**config.mk**
```make
export PLATFORM = sky130hd
export DESIGN_NAME = arm_instr_encoder
export DESIGN_NICKNAME = d
export VERILOG_FILES = /design/src/rtl/arm_isa_pkg.sv /design/src/rtl/instr_legal_check.sv /design/src/rtl/arm_instr_encoder.sv
export SDC_FILE = /design/constraint.sdc
export NUM_CORES = 1
export LEC_CHECK = 0
export ABC_AREA = 0
export BUFFER_PORTS_ARGS = -buffer_cell sky130_fd_sc_hd__buf_2
export CAP_MARGIN = 20
export CORE_MARGIN = 3
export CORE_UTILIZATION = 44
export CTS_CLUSTER_DIAMETER = 200
export DETAILED_ROUTE_END_ITERATION = 8
export HOLD_SLACK_MARGIN = 0.12
export PLACE_DENSITY = 0.86
export SLEW_MARGIN = 20
export SYNTH_ARGS = -nofsm -noshare
export SYNTH_HDL_FRONTEND = slang
export SYNTH_SLANG_ARGS = --single-unit
```
**constraint.sdc**
```tcl
create_clock -name clk -period 1.8 [get_ports clk]
set_clock_uncertainty 0.15 [all_clocks]
set_input_delay 0.36 -clock clk [delete_from_list [all_inputs] [get_ports clk]]
set_output_delay 0.36 -clock clk [all_outputs]
set_load 0.005 [all_outputs]
```
**src/rtl/arm_isa_pkg.sv**
```systemverilog
// rtl/arm_isa_pkg.sv - shared ARM-subset encodings and encoder state type
//
// Purpose: opcode, data-processing command and condition constants shared by
// the instruction encoder and the legality checker, plus the encoder FSM
// state type and a helper that packs instruction fields into a word.
// Ports: none (package).

package arm_isa_pkg;

  // Op field, instr[27:26]
  localparam logic [1:0] OP_DP  = 2'b00;
  localparam logic [1:0] OP_MEM = 2'b01;
  localparam logic [1:0] OP_BR  = 2'b10;

  // Data-processing cmd, Funct[4:1]
  localparam logic [3:0] CMD_ADD = 4'b0100;
  localparam logic [3:0] CMD_SUB = 4'b0010;
  localparam logic [3:0] CMD_AND = 4'b0000;
  localparam logic [3:0] CMD_ORR = 4'b1100;
  localparam logic [3:0] CMD_CMP = 4'b1010;

  // Memory P,U,B,W bits, Funct[4:1]: pre-indexed, add offset, word, no writeback
  localparam logic [3:0] MEM_PUBW = 4'b1100;

  localparam logic [3:0] COND_AL = 4'b1110;

  typedef enum logic [1:0] {
    ST_IDLE  = 2'd0,
    ST_WRITE = 2'd1,
    ST_ERR   = 2'd2,
    ST_FULL  = 2'd3
  } enc_state_t;

  // Instruction word is a plain concatenation of the fields; for branches the
  // low 24 bits {Funct[3:0], Rn, Rd, Src2} form imm24 without any reshuffle.
  function automatic logic [31:0] pack_word(
    input logic [3:0]  cond,
    input logic [1:0]  op,
    input logic [5:0]  funct,
    input logic [3:0]  rn,
    input logic [3:0]  rd,
    input logic [11:0] src2
  );
    return {cond, op, funct, rn, rd, src2};
  endfunction

endpackage

```
**src/rtl/instr_legal_check.sv**
```systemverilog
// rtl/instr_legal_check.sv - combinational legality check for the ARM subset
//
// Purpose: flags whether an (Op, Funct) pair belongs to the subset the
// single-cycle decoder supports.
// Ports:
//   op_i     in  2  instr[27:26]
//   funct_i  in  6  instr[25:20]
//   legal_o  out 1  1 when the instruction is supported

module instr_legal_check
  import arm_isa_pkg::*;
(
  input  logic [1:0] op_i,
  input  logic [5:0] funct_i,
  output logic       legal_o
);

  logic [3:0] cmd;
  assign cmd = funct_i[4:1];

  always_comb begin
    legal_o = 1'b0;
    unique case (op_i)
      OP_DP: begin
        // CMP is only meaningful with S set, since it writes nothing but flags
        legal_o = (cmd == CMD_ADD) || (cmd == CMD_SUB) ||
                  (cmd == CMD_AND) || (cmd == CMD_ORR) ||
                  ((cmd == CMD_CMP) && funct_i[0]);
      end
      OP_MEM:  legal_o = (cmd == MEM_PUBW);
      OP_BR:   legal_o = funct_i[5];
      default: legal_o = 1'b0;
    endcase
  end

endmodule

```
**src/rtl/arm_instr_encoder.sv**
```systemverilog
// rtl/arm_instr_encoder.sv - field-level ARM-subset encoder writing instruction memory
//
// Purpose: accepts instruction field bundles over valid/ready, rejects
// illegal ones with an err pulse, and writes legal words sequentially into
// instruction memory until DEPTH words are loaded.
// Ports:
//   clk         in  1         rising-edge clock
//   reset       in  1         synchronous active-low reset
//   in_valid    in  1         field bundle valid
//   in_ready    out 1         encoder can accept a bundle (IDLE only)
//   cond/Op/Funct/Rn/Rd/Src2  instruction fields, instr[31:0] high to low
//   clear       in  1         rewind address/count to 0 (IDLE and FULL only)
//   imem_we     out 1         instruction-memory write strobe
//   imem_addr   out ADDR_W    word address of the current write
//   imem_wdata  out 32        encoded instruction word
//   err         out 1         one-cycle pulse on an illegal bundle
//   full        out 1         DEPTH words written
//   count       out ADDR_W+1  words written since reset or clear

module arm_instr_encoder
  import arm_isa_pkg::*;
#(
  parameter int ADDR_W = 6,
  parameter int DEPTH  = 64
) (
  input  logic              clk,
  input  logic              reset,
  input  logic              in_valid,
  output logic              in_ready,
  input  logic [3:0]        cond,
  input  logic [1:0]        Op,
  input  logic [5:0]        Funct,
  input  logic [3:0]        Rn,
  input  logic [3:0]        Rd,
  input  logic [11:0]       Src2,
  input  logic              clear,
  output logic              imem_we,
  output logic [ADDR_W-1:0] imem_addr,
  output logic [31:0]       imem_wdata,
  output logic              err,
  output logic              full,
  output logic [ADDR_W:0]   count
);

  localparam logic [ADDR_W:0] DEPTH_C = (ADDR_W + 1)'(DEPTH);

  enc_state_t        state_q;
  logic [ADDR_W-1:0] addr_q;
  logic [ADDR_W:0]   count_q;
  logic [ADDR_W:0]   count_d;
  logic [31:0]       wdata_q;
  logic              we_q;
  logic              err_q;
  logic              full_q;
  logic              legal;

  instr_legal_check u_legal (
    .op_i    (Op),
    .funct_i (Funct),
    .legal_o (legal)
  );

  assign count_d = count_q + 1'b1;

  always_ff @(posedge clk) begin
    if (!reset) begin
      state_q <= ST_IDLE;
      addr_q  <= '0;
      count_q <= '0;
      wdata_q <= '0;
      we_q    <= 1'b0;
      err_q   <= 1'b0;
      full_q  <= 1'b0;
    end else begin
      we_q  <= 1'b0;
      err_q <= 1'b0;
      unique case (state_q)
        ST_IDLE: begin
          // clear wins over a simultaneous bundle, which is then not taken
          if (clear) begin
            addr_q  <= '0;
            count_q <= '0;
          end else if (in_valid) begin
            if (legal) begin
              wdata_q <= pack_word(cond, Op, Funct, Rn, Rd, Src2);
              we_q    <= 1'b1;
              state_q <= ST_WRITE;
            end else begin
              err_q   <= 1'b1;
              state_q <= ST_ERR;
            end
          end
        end
        ST_WRITE: begin
          addr_q  <= addr_q + 1'b1;
          count_q <= count_d;
          if (count_d == DEPTH_C) begin
            full_q  <= 1'b1;
            state_q <= ST_FULL;
          end else begin
            state_q <= ST_IDLE;
          end
        end
        ST_ERR: begin
          state_q <= ST_IDLE;
        end
        ST_FULL: begin
          if (clear) begin
            addr_q  <= '0;
            count_q <= '0;
            full_q  <= 1'b0;
            state_q <= ST_IDLE;
          end
        end
        default: state_q <= ST_IDLE;
      endcase
    end
  end

  // Reset gates the strobe in the same cycle so a WRITE interrupted by reset
  // never commits; it also holds in_ready low through the reset cycle.
  assign imem_we    = we_q & reset;
  assign in_ready   = (state_q == ST_IDLE) & reset;
  assign imem_addr  = addr_q;
  assign imem_wdata = wdata_q;
  assign err        = err_q;
  assign full       = full_q;
  assign count      = count_q;

endmodule
```
Word-level counts from Yosys, hierarchy flattened
Cells that the tools add are included.
{"block": "word_totals", "ff_bits": 50, "inputBits": 36, "elab_cells": 62, "output_inout_bits": 49}
{"block": "op_classes", "n_eq_ne": 15, "mux": 16, "addsub": 2, "n_reduce_logical": 16, "n_bitwise": 6}
{"operator": "$pmux W7 S2", "count": 1}
{"operator": "$pmux W6 S2", "count": 1}
{"operator": "$mux W2", "count": 5}
{"operator": "$eq A4 B4 Y1 const B", "count": 2}
{"operator": "$ne A2 B2 Y1 const B", "count": 4}
{"operator": "$pmux W2 S4", "count": 1}
{"operator": "$add A7 B1 Y7 const B", "count": 1}
{"operator": "$eq A7 B7 Y1 const B", "count": 1}
{"operator": "$mux W7", "count": 1}
{"operator": "$add A6 B1 Y6 const B", "count": 1}
{"operator": "$eq A2 B2 Y1 const B", "count": 3}
{"operator": "$mux W6", "count": 1}
{"operator": "$reduce_and A3 Y1", "count": 2}
{"operator": "$eq A2 B1 Y1 const B", "count": 2}
{"operator": "$eq A4 B2 Y1 const B", "count": 1}
{"operator": "$eq A4 B3 Y1 const B", "count": 1}
{"operator": "$logic_not A2 Y1", "count": 2}
{"operator": "$logic_not A4 Y1", "count": 1}
{"operator": "$logic_or A1 B1 Y1", "count": 4}
{"operator": "$mux W1", "count": 4}
{"operator": "$not A1 Y1", "count": 4}
{"operator": "$reduce_and A4 Y1", "count": 1}
{"operator": "$reduce_bool A2 Y1", "count": 2}
{"operator": "$reduce_or A4 Y1", "count": 1}
{"operator": "7 further kinds", "count": 8}

Depth between registers and ports, before layout
Gate-level depths: netlist (run 1).
{"block": "logic_depth", "ltp_word": 10, "depth_mapped": 9}

By module
Synthesis (run 1) repeated with hierarchy kept, for this count alone.
{"block": "unflattened", "hier_cells": 270, "area_unflattened_um2": 2157.1}
{"mod": "arm_instr_encoder", "area_each_um2": 2103.3, "n_inst": 1, "cells_each": 262, "seq_area_each_um2": 1001.0}
{"mod": "instr_legal_check", "area_each_um2": 53.8, "n_inst": 1, "cells_each": 8, "seq_area_each_um2": 0.0}

Worst setup path before layout (run 1)
No wires, ideal clock.
{"block": "synth_path", "kind": "register -> register", "from": "register state_q[0]", "to": "register count_q[6] (netlist: count[6])", "path_slack_ns": 0.060, "n_path_buf": 1, "stages_incl_launch_ff": 7, "setup_ns": 0.122, "arrival_time_ns": 1.469, "path_cell_list": "dfxtp_1 -> inv_1 -> ha_1 -> buf_2 -> nand2b_1 -> and2_1 -> o311a_1"}
{"block": "synth_between", "elab_chain_len": 4, "word_cells_on_any_way": 8, "classes_between": "3 x eq/ne; 1 x mux; 4 x reduce/logical"}
{"item": "start: declaration", "line_no": "arm_instr_encoder.sv:47", "text": "enc_state_t state_q;"}
{"item": "start signal: assignment", "line_no": "arm_instr_encoder.sv:67", "text": "state_q <= ST_IDLE;"}
{"item": "start signal: assignment", "line_no": "arm_instr_encoder.sv:87", "text": "state_q <= ST_WRITE;"}
{"item": "start signal: assignment", "line_no": "arm_instr_encoder.sv:90", "text": "state_q <= ST_ERR;"}
{"item": "$eq A2 B2 Y1 / $logic_not A2 Y1 (equally long branches)", "line_no": "arm_instr_encoder.sv:77", "text": "unique case (state_q)"}
{"item": "$reduce_or A2 Y1 (no line)"}
{"item": "$ne A2 B1 Y1 (no line) / $reduce_bool A2 Y1 (equally long branches)"}
{"item": "$reduce_and A2 Y1 (no line)"}
{"item": "end signal: assignment", "line_no": "arm_instr_encoder.sv:96", "text": "count_q <= count_d;"}
{"item": "end: declaration", "line_no": "arm_instr_encoder.sv:49", "text": "logic [ADDR_W:0] count_q;"}
Several ways; a longest one is shown, not always the timed one.
A chain may end at the register's enable or synchronous reset.

Final worst setup path (run 1)
{"block": "layout_path", "from": "register count_q[1] (netlist: count[1])", "to": "register full_q (netlist: full)"}
{"block": "layout_between", "elab_chain_len": 4}
{"item": "$add A7 B1 Y7", "line_no": "arm_instr_encoder.sv:63", "text": "assign count_d = count_q + 1'b1;"}
{"item": "$eq A7 B7 Y1", "line_no": "arm_instr_encoder.sv:97", "text": "if (count_d == DEPTH_C) begin"}
{"item": "$ne A2 B2 Y1 (no line)"}
{"item": "$reduce_and A3 Y1 (no line)"}
{"item": "end signal: assignment", "line_no": "arm_instr_encoder.sv:73", "text": "full_q <= 1'b0;"}
{"item": "end signal: assignment", "line_no": "arm_instr_encoder.sv:98", "text": "full_q <= 1'b1;"}
{"item": "end signal: assignment", "line_no": "arm_instr_encoder.sv:111", "text": "full_q <= 1'b0;"}
{"item": "end: declaration", "line_no": "arm_instr_encoder.sv:54", "text": "logic full_q;"}
No other way between the ends.

==> results by group, run 1 <==
Min path
  • Min-Delay Path Depth: 3
  • Worst Hold Class: input port to register

Yosys
  • Post-synth EDFFs: 0
  • Mean post-synth cell area: 9.85 um^2
  • Synth Net Count: 278
  • Yosys top cell by area: dfxtp_1
  • Seq/Total Area, Yosys: 0.432
  • Post-Synthesis Cells: 235
  • Synth Flop Type: dfxtp_1
  • Post-synth design cell area: 2310 um^2
  • Post-synth cell types: 38
  • Most common cell in the netlist: dfxtp_1
  • Synth top area share: 0.432
  • Post-synth top cells: dfxtp_1, nor2b_1, mux2i_1
  • Count of state elements after synthesis: 50
  • Synth warnings: 0
  • Ys async rst share: 0
  • Synth area leaders: dfxtp_1, mux2i_1, nor2b_1, ha_1, nand2_1

Drt
  • Initial DRC Count: 67
  • Final ANT Viol Nets: 0
  • WL final: 5.18 mm
  • Via Count: 2,006
  • First-pass DRT Iterations: 5
  • Vias per cell: 5.05
  • Post-DR wirelength/cell: 13.1 um
  • Residual DRC count: 0

Global routing
  • GRT Residual Overflow: 0
  • Initial antenna violation count: 0
  • First-pass GRT wire length: 8.27 mm
  • Vias in the first global route: 1,845
  • All-layer global routing usage: 0.164
  • Largest net degree at the start of global routing: 32

Worst setup path
  • Crit Path Max Fanout: 5
  • WP depth: 6
  • CP max stage cell: dfxtp_2
  • Crit. End Element: register
  • Crit path cell chain: buf_4 > a211o_1 > a21oi_1 > o211a_1 > a21boi_2 > o2111a_1
  • Startpoint Class: register
  • Reg2Reg Depth: 6
  • Crit path largest cell delay: 0.35 ns
  • Buf/Inv on CP: 1
  • WP data required: 1.84 ns
  • CP arrival: 1.76 ns
  • Delay-heaviest family, CP: compound AO/OA/AOI/OAI gates
  • Critical path type: register to register

Floorplanning
  • Site row count: 25
  • Initial Utilization: 0.471
  • Core box area: 4910 um^2
  • I/O Pins: 85
  • Die H: 78.5 um
  • Die area: 6170 um^2
  • Chip Width: 78.5 um

Clock network
  • CTS max path bufs: 2
  • Clock sinks: 50
  • CTS HTree Levels: 2
  • Clock Root Buffer: clkbuf_8
  • CTS clk-pin slew, worst paths: 0.09 ns
  • Clock Latency Late Sink: 0.30 ns
  • CTS tree: built
  • CTS Hold Bufs: 0
  • TritonCTS Buffers: 5

STA
  • Slew HR: 0.762
  • Final Cycle Share: 0.957
  • # setup viols final: 0
  • Achievable Freq: 581 MHz
  • Minimum clock period: 1.72 ns
  • Hold violation count in the final report: 0
  • TNS Setup: 0 ns
  • Worst Tran Pin Value: 0.356 ns
  • Post-route setup slack: 0.0779 ns
  • RSZ-0062 raised after global routing: false
  • Final Max Tran Viols: 0

Placed design
  • Hpwl dp: 3.91 mm
  • DP Worst Slack: -0.0191 ns
  • Dpl cells: 389
  • # port buffers: 84
  • Placed cell area: 2860 um^2
  • RD Place Congestion: 0.826

Power
  • P_leak: 0.00157 uW
  • Worst IR Drop VDD: 456 uV
  • Pwr dens: 884 nW/um^2

Layout
  • Layout area overhead: 29.4%
  • Fin area: 2990 um^2
  • ANT cells: 0
  • # fillers: 427
  • Non-Filler Instances: 397
  • Fin nets: 372
  • Share of layout cells above drive strength 1: 0.358

Outcome
  • Status: completed

Flow run
  • Max-Cap Viols: 0
==> power by group <==
group	switching, uW	internal [uW]	total [uW]
Sequential	36.8	1160	1200
Clock	359	415	774
Combinational	345	327	671
==> cell families (layout without fill, tap and decap cells) <==
logic type	count (synthesis)	in the layout	synth area share
muxes	31	31	0.134
DFF	50	50	0.432
buffers and inverters	16	111	0.0427
xor gates and xnor gates	2	2	0.00757
adders and majority gates	7	7	0.0378
and+or+nand+nor	90	90	0.224
AOI/OAI and AO/OA	39	39	0.121
==> through the flow <==
stage / hold slack (ns) / util / power [uW]
6_report: 0.166 / 0.610 / 2650
2_1_floorplan: 0.301 / - / 1600
3_3_place_gp: 0.314 / 0.582 / 1820
4_1_cts: 0.157 / 0.605 / 2630
5_1_grt: 0.156 / 0.610 / 2800
3_5_place_dp: 0.301 / 0.582 / 1850
==> worst reg2reg max path: cells and delay by family (launching register included) <==
| family | cells | cell delay (ns) |
|---|---|---|
| buffers and inverters | 1 | 0.14 |
| DFF | 1 | 0.35 |
| AOI/OAI and AO/OA | 5 | 0.99 |
==> repair_timing <==
item                                    CTS  global route
buffers inserted                          0             0
endpoints found under the hold margin     0             0
resized for setup                         1             7
pin swaps                                 0             0
endpoints found under the setup margin    1            39
==> routing by layer <==
| layer | GRT usage | wire (um) | up-vias |
|---|---|---|---|
| met4 | 0.0420 | 65 | 0 |
| met3 | 0.0505 | 421 | 7 |
| met2 | 0.287 | 2400 | 80 |
| met1 | 0.194 | 2300 | 915 |
| li1 | - | - | 1004 |
| met5 | 0 | 0 | - |
==> flip-flops by register name, summed over array words and instances, names as in the netlist <==
| register | flops |
|---|---|
| imem_wdata | 32 |
| we_q | 1 |
| full | 1 |
| state_q | 2 |
| err | 1 |
| imem_addr | 6 |
| count | 7 |
==> placed cells by master (no fill, tap or decap), types with 2 or more instances in the layout <==
cell / count
a31oi_1: 3
dfxtp_1: 47
o211a_1: 3
a21oi_1: 10
o21ai_1: 4
nor3b_1: 4
nor2b_1: 39
dfxtp_2: 3
clkbuf_8: 5
o21ai_0: 6
and2_1: 4
nor2_1: 3
mux2i_1: 31
nand3b_1: 2
nand3_1: 3
nor4_1: 4
a22oi_1: 3
nand2_1: 16
nand4_1: 3
nand2b_1: 4
ha_1: 5
inv_1: 4
xor2_1: 2
buf_4: 14
buf_2: 84
and3_1: 3
==> final cells by class <==
class / count / area [um^2] / area share
Multi-Input combinational cell: 169 / 1230 / 0.412
Clock inverter: 2 / 37.5 / 0.0125
Timing Repair Buffer: 99 / 546 / 0.182
Tap cell: 67 / 83.8 / 0.0280
Inverter: 4 / 15.0 / 0.00501
Sequential cell: 50 / 1000 / 0.336
Clock buffer: 6 / 72.6 / 0.0242
==> worst paths after layout <==
check	from	to	slack [ns]
max	count[1]	full	0.08
max reg2reg	count[1]	full	0.08
min reg2reg	imem_wdata[27]	imem_wdata[27]	0.31
min	Src2[1]	imem_wdata[1]	0.17
No activity file was read; power rests on OpenSTA's default activity.
==> run 2: changes to the inputs <==
--- a/config.mk
+++ b/config.mk
@@ -9,7 +9,7 @@
 export BUFFER_PORTS_ARGS = -buffer_cell sky130_fd_sc_hd__buf_2
 export CAP_MARGIN = 20
 export CORE_MARGIN = 3
-export CORE_UTILIZATION = 44
+export CORE_UTILIZATION = 43
 export CTS_CLUSTER_DIAMETER = 200
 export DETAILED_ROUTE_END_ITERATION = 8
 export HOLD_SLACK_MARGIN = 0.12
@@ -17,4 +17,5 @@
 export SLEW_MARGIN = 20
 export SYNTH_ARGS = -nofsm -noshare
 export SYNTH_HDL_FRONTEND = slang
+export SYNTH_HIERARCHICAL = 1
 export SYNTH_SLANG_ARGS = --single-unit
==> run 2 against run 1 <==
  * Die area fell by 4.3%
  * Total power decreased by 6.2%
  * Cell area decreased by 4.5%
  * Combinational power barely moved
  * Clock-buffer cell count stayed put
  * Via count rose by 9.4%
  * Worst hold slack worse by 0.024 ns
  * Global-route usage rose by 2.2 points
  * Critical path depth unchanged
  * Core utilization down 1.2 points
  * Non-clock buffer count is the same
  * Critical path type unchanged
==> results by group, run 2 <==
Outcome
  • Status: completed

Yosys
  • Synth Flop Type: dfxtp_1
  • Post-synth top cells: nand2_1, dfxtp_1, a21oi_1
  • Post-synth cell types: 41 (+7.9%)
  • Largest family of logic cells by synthesized area: simple AND/OR/NAND/NOR gates
  • Synth Area in Compound Gates: 0.187 (+0.0663)
  • Synth top area share: 0.464 (+0.0316)
  • Ys async rst share: 0 (unchanged)
  • Multiplexer share of the synthesized area: 0.00522 (-0.129)
  • Yosys top cell by area: dfxtp_1
  • Post-Synth XOR/XNOR Area: 0.00812 (+0.000553)
  • Post-Synthesis Cells: 270 (+15%)
  • Post-Synth Simple-Gate Area: 0.246 (+0.0216)
  • Most common cell in the netlist: nand2_1
  • Count of state elements after synthesis: 50 (unchanged)
  • Adder-Cell Fraction of Synth Area: 0.0406 (+0.00277)
  • Mean post-synth cell area: 7.99 um^2 (-19%)
  • Synth warnings: 6 (+6)
  • Post-synth EDFFs: 0 (unchanged)
  • Synth area leaders: dfxtp_1, nand2_1, a21oi_1, ha_1, nor2_1
  • Seq/Total Area, Yosys: 0.464 (+0.0316)
  • Synth Net Count: 313 (+13%)
  • Post-synth design cell area: 2160 um^2 (-6.8%)

STA
  • Post-route setup slack: 0.0502 ns (-0.0276 ns)
  • Hold violation count in the final report: 0 (unchanged)
  • Final Max Tran Viols: 0 (unchanged)
  • Worst Tran Pin Value: 0.313 ns (-0.0436 ns)
  • Achievable Freq: 572 MHz (-1.6%)
  • Final Cycle Share: 0.972 (+0.0153)
  • Slew HR: 0.791 (+0.0291)
  • Minimum clock period: 1.75 ns (+0.0276 ns)
  • TNS Setup: 0 ns (unchanged)
  • WHS: 0.141 ns (-0.0244 ns)
  • # setup viols final: 0 (unchanged)

Layout
  • Fin area: 2860 um^2 (-4.5%)
  • ANT cells: 0 (unchanged)
  • Fin nets: 404 (+8.6%)
  • Max reg flops: 32 (unchanged)
  • Layout area overhead: 32.5%
  • # fillers: 424 (-0.70%)
  • Most frequent cells in the layout: buf_2, nand2_1, dfxtp_1
  • Share of layout cells above drive strength 1: 0.346 (-0.0113)
  • Core Util, Final: 0.597 (-0.0123)
  • Most common cell after layout, fill and taps aside: buf_2

Power
  • Worst IR Drop VDD: 471 uV (+3.2%)
  • Pwr dens: 868 nW/um^2 (-1.7%)
  • P_leak: 0.00126 uW (-20%)

Clock network
  • Clock sinks: 50 (unchanged)
  • CTS max path bufs: 2 (unchanged)
  • CTS Hold Bufs: 0 (unchanged)
  • CTS clk-pin slew, worst paths: 0.09 ns (about the same)
  • TritonCTS Buffers: 5 (unchanged)
  • Setup Buffers After CTS: 0 (unchanged)
  • Clock Root Buffer: clkbuf_8
  • CTS HTree Levels: 2 (unchanged)
  • Clock Latency Late Sink: 0.29 ns (about the same)
  • CTS tree: built

Worst setup path
  • Crit path cell chain: ha_4 > nand4b_1 > o22ai_1 > o2111ai_2 > a21oi_1 > a2111oi_2
  • WP data required: 1.83 ns (about the same)
  • Crit. End Element: register
  • Critical path type: register to register
  • CP arrival: 1.78 ns (+0.02 ns)
  • CP max stage cell: a2111oi_2
  • Crit path largest cell delay: 0.35 ns (about the same)
  • Startpoint Class: register
  • Crit Path Max Fanout: 6 (+1)

Floorplanning
  • Die area: 5900 um^2 (-4.3%)
  • Chip Width: 76.8 um (-2.2%)
  • Core box area: 4790 um^2 (-2.5%)
  • Site row count: 25 (unchanged)
  • I/O Pins: 85 (unchanged)
  • Die H: 76.8 um (-2.2%)
  • Initial Utilization: 0.451 (-0.0206)

Global routing
  • Initial antenna violation count: 0 (unchanged)
  • Largest net degree at the start of global routing: 33 (+3.1%)
  • GRT Residual Overflow: 0 (unchanged)
  • First-pass GRT wire length: 9.18 mm (+11%)
  • All-layer global routing usage: 0.186 (+0.0215)
  • Vias in the first global route: 2,087 (+13%)

Placed design
  • # port buffers: 84 (unchanged)
  • Placed cell area: 2730 um^2 (-4.5%)
  • DP Worst Slack: -0.0548 ns (-0.0357 ns)
  • RD Place Congestion: 0.877 (+6.1%)
  • Hpwl dp: 3.90 mm (-0.23%)

Drt
  • Vias per cell: 5.13 (+1.5%)
  • Via Count: 2,195 (+9.4%)
  • Initial DRC Count: 168 (+150%)
  • Final ANT Viol Nets: 0 (unchanged)
  • Post-DR wirelength/cell: 12.5 um (-4.6%)
  • WL final: 5.33 mm (+2.9%)
  • First-pass DRT Iterations: 4 (-1)
  • Residual DRC count: 0 (unchanged)

Min path
  • Worst Hold Class: input port to register

Flow run
  • Max-Cap Viols: 0 (unchanged)
## run 2: changes by cell type after synthesis, sizes merged, moves of 3 or more
cell,delta
clkbuf,+3
nor2b,-37
nor3b,-3
a311oi,+3
nand2,+64
nor2,+10
inv,+3
nor4,-3
a21oi,+32
nand2b,-3
mux2i,-31
## run 2: path summary, 6_finish.rpt
check / startpoint / end / slack (ns) / cells past startpoint
worst min-delay path: Rn[1] / imem_wdata[17] / 0.14 / 3
worst max-delay path: count[1] / full / 0.05 / 6
worst max register to register: count[1] / full / 0.05 / 6
worst min register to register: imem_wdata[4] / imem_wdata[4] / 0.30 / 2
## run 2: kinds of logic (layout without fill, tap and decap cells)
| kind of cell | Yosys count | count (layout) |
|---|---|---|
| AND/OR/NAND/NOR | 121 | 121 |
| AO/OA/AOI/OAI | 67 | 67 |
| flip-flops | 50 | 50 |
| buffers and inverters | 22 | 113 |
| adder cells (fa/ha/maj) | 7 | 7 |
| XOR/XNOR | 2 | 2 |
| multiplexers | 1 | 1 |
## run 2: worst max-delay path: cells and delay by family, from the launching register on
kind            cells  cell delay (ns)
simple gates        1             0.09
fa+ha+maj           1             0.18
flops               1             0.34
compound gates      4             0.88
## run 2: final cells by class
type / count / area, um^2 / area share
Clock buffer: 6 / 72.6 / 0.0254
Clock inverter: 1 / 7.51 / 0.00263
Inverter: 7 / 26.3 / 0.00919
Multi-Input combinational cell: 198 / 1090 / 0.381
Sequential cell: 50 / 1010 / 0.353
Tap cell: 67 / 83.8 / 0.0293
Timing Repair Buffer: 99 / 571 / 0.200
## run 2: power breakdown
group,internal (uW),total [uW],leakage (uW),switching (uW)
combinational,287,668,0.000815,382
clock,267,624,0.0000373,357
sequential,1160,1190,0.000407,33.7
## run 2: through the flow
| stage | power (uW) | instances |
|---|---|---|
| after global placement | 1840 | 421 |
| after floorplan | 1570 | 270 |
| final | 2480 | 428 |
| after global routing | 2630 | 428 |
| after detailed placement | 1850 | 421 |
| after CTS | 2470 | 428 |
## run 2: what timing repair did
item	in CTS	in global routing
gates resized for setup	3	12
pin swaps	1	1
endpoints found under the setup margin	2	14
## run 2: metal layers
metal  track usage  wire length, um  up-vias
li1              -                -     1103
met1         0.213             2240     1014
met2         0.337             2760       66
met3        0.0411              224       12
met4        0.0616              116        0
met5             0                0        -
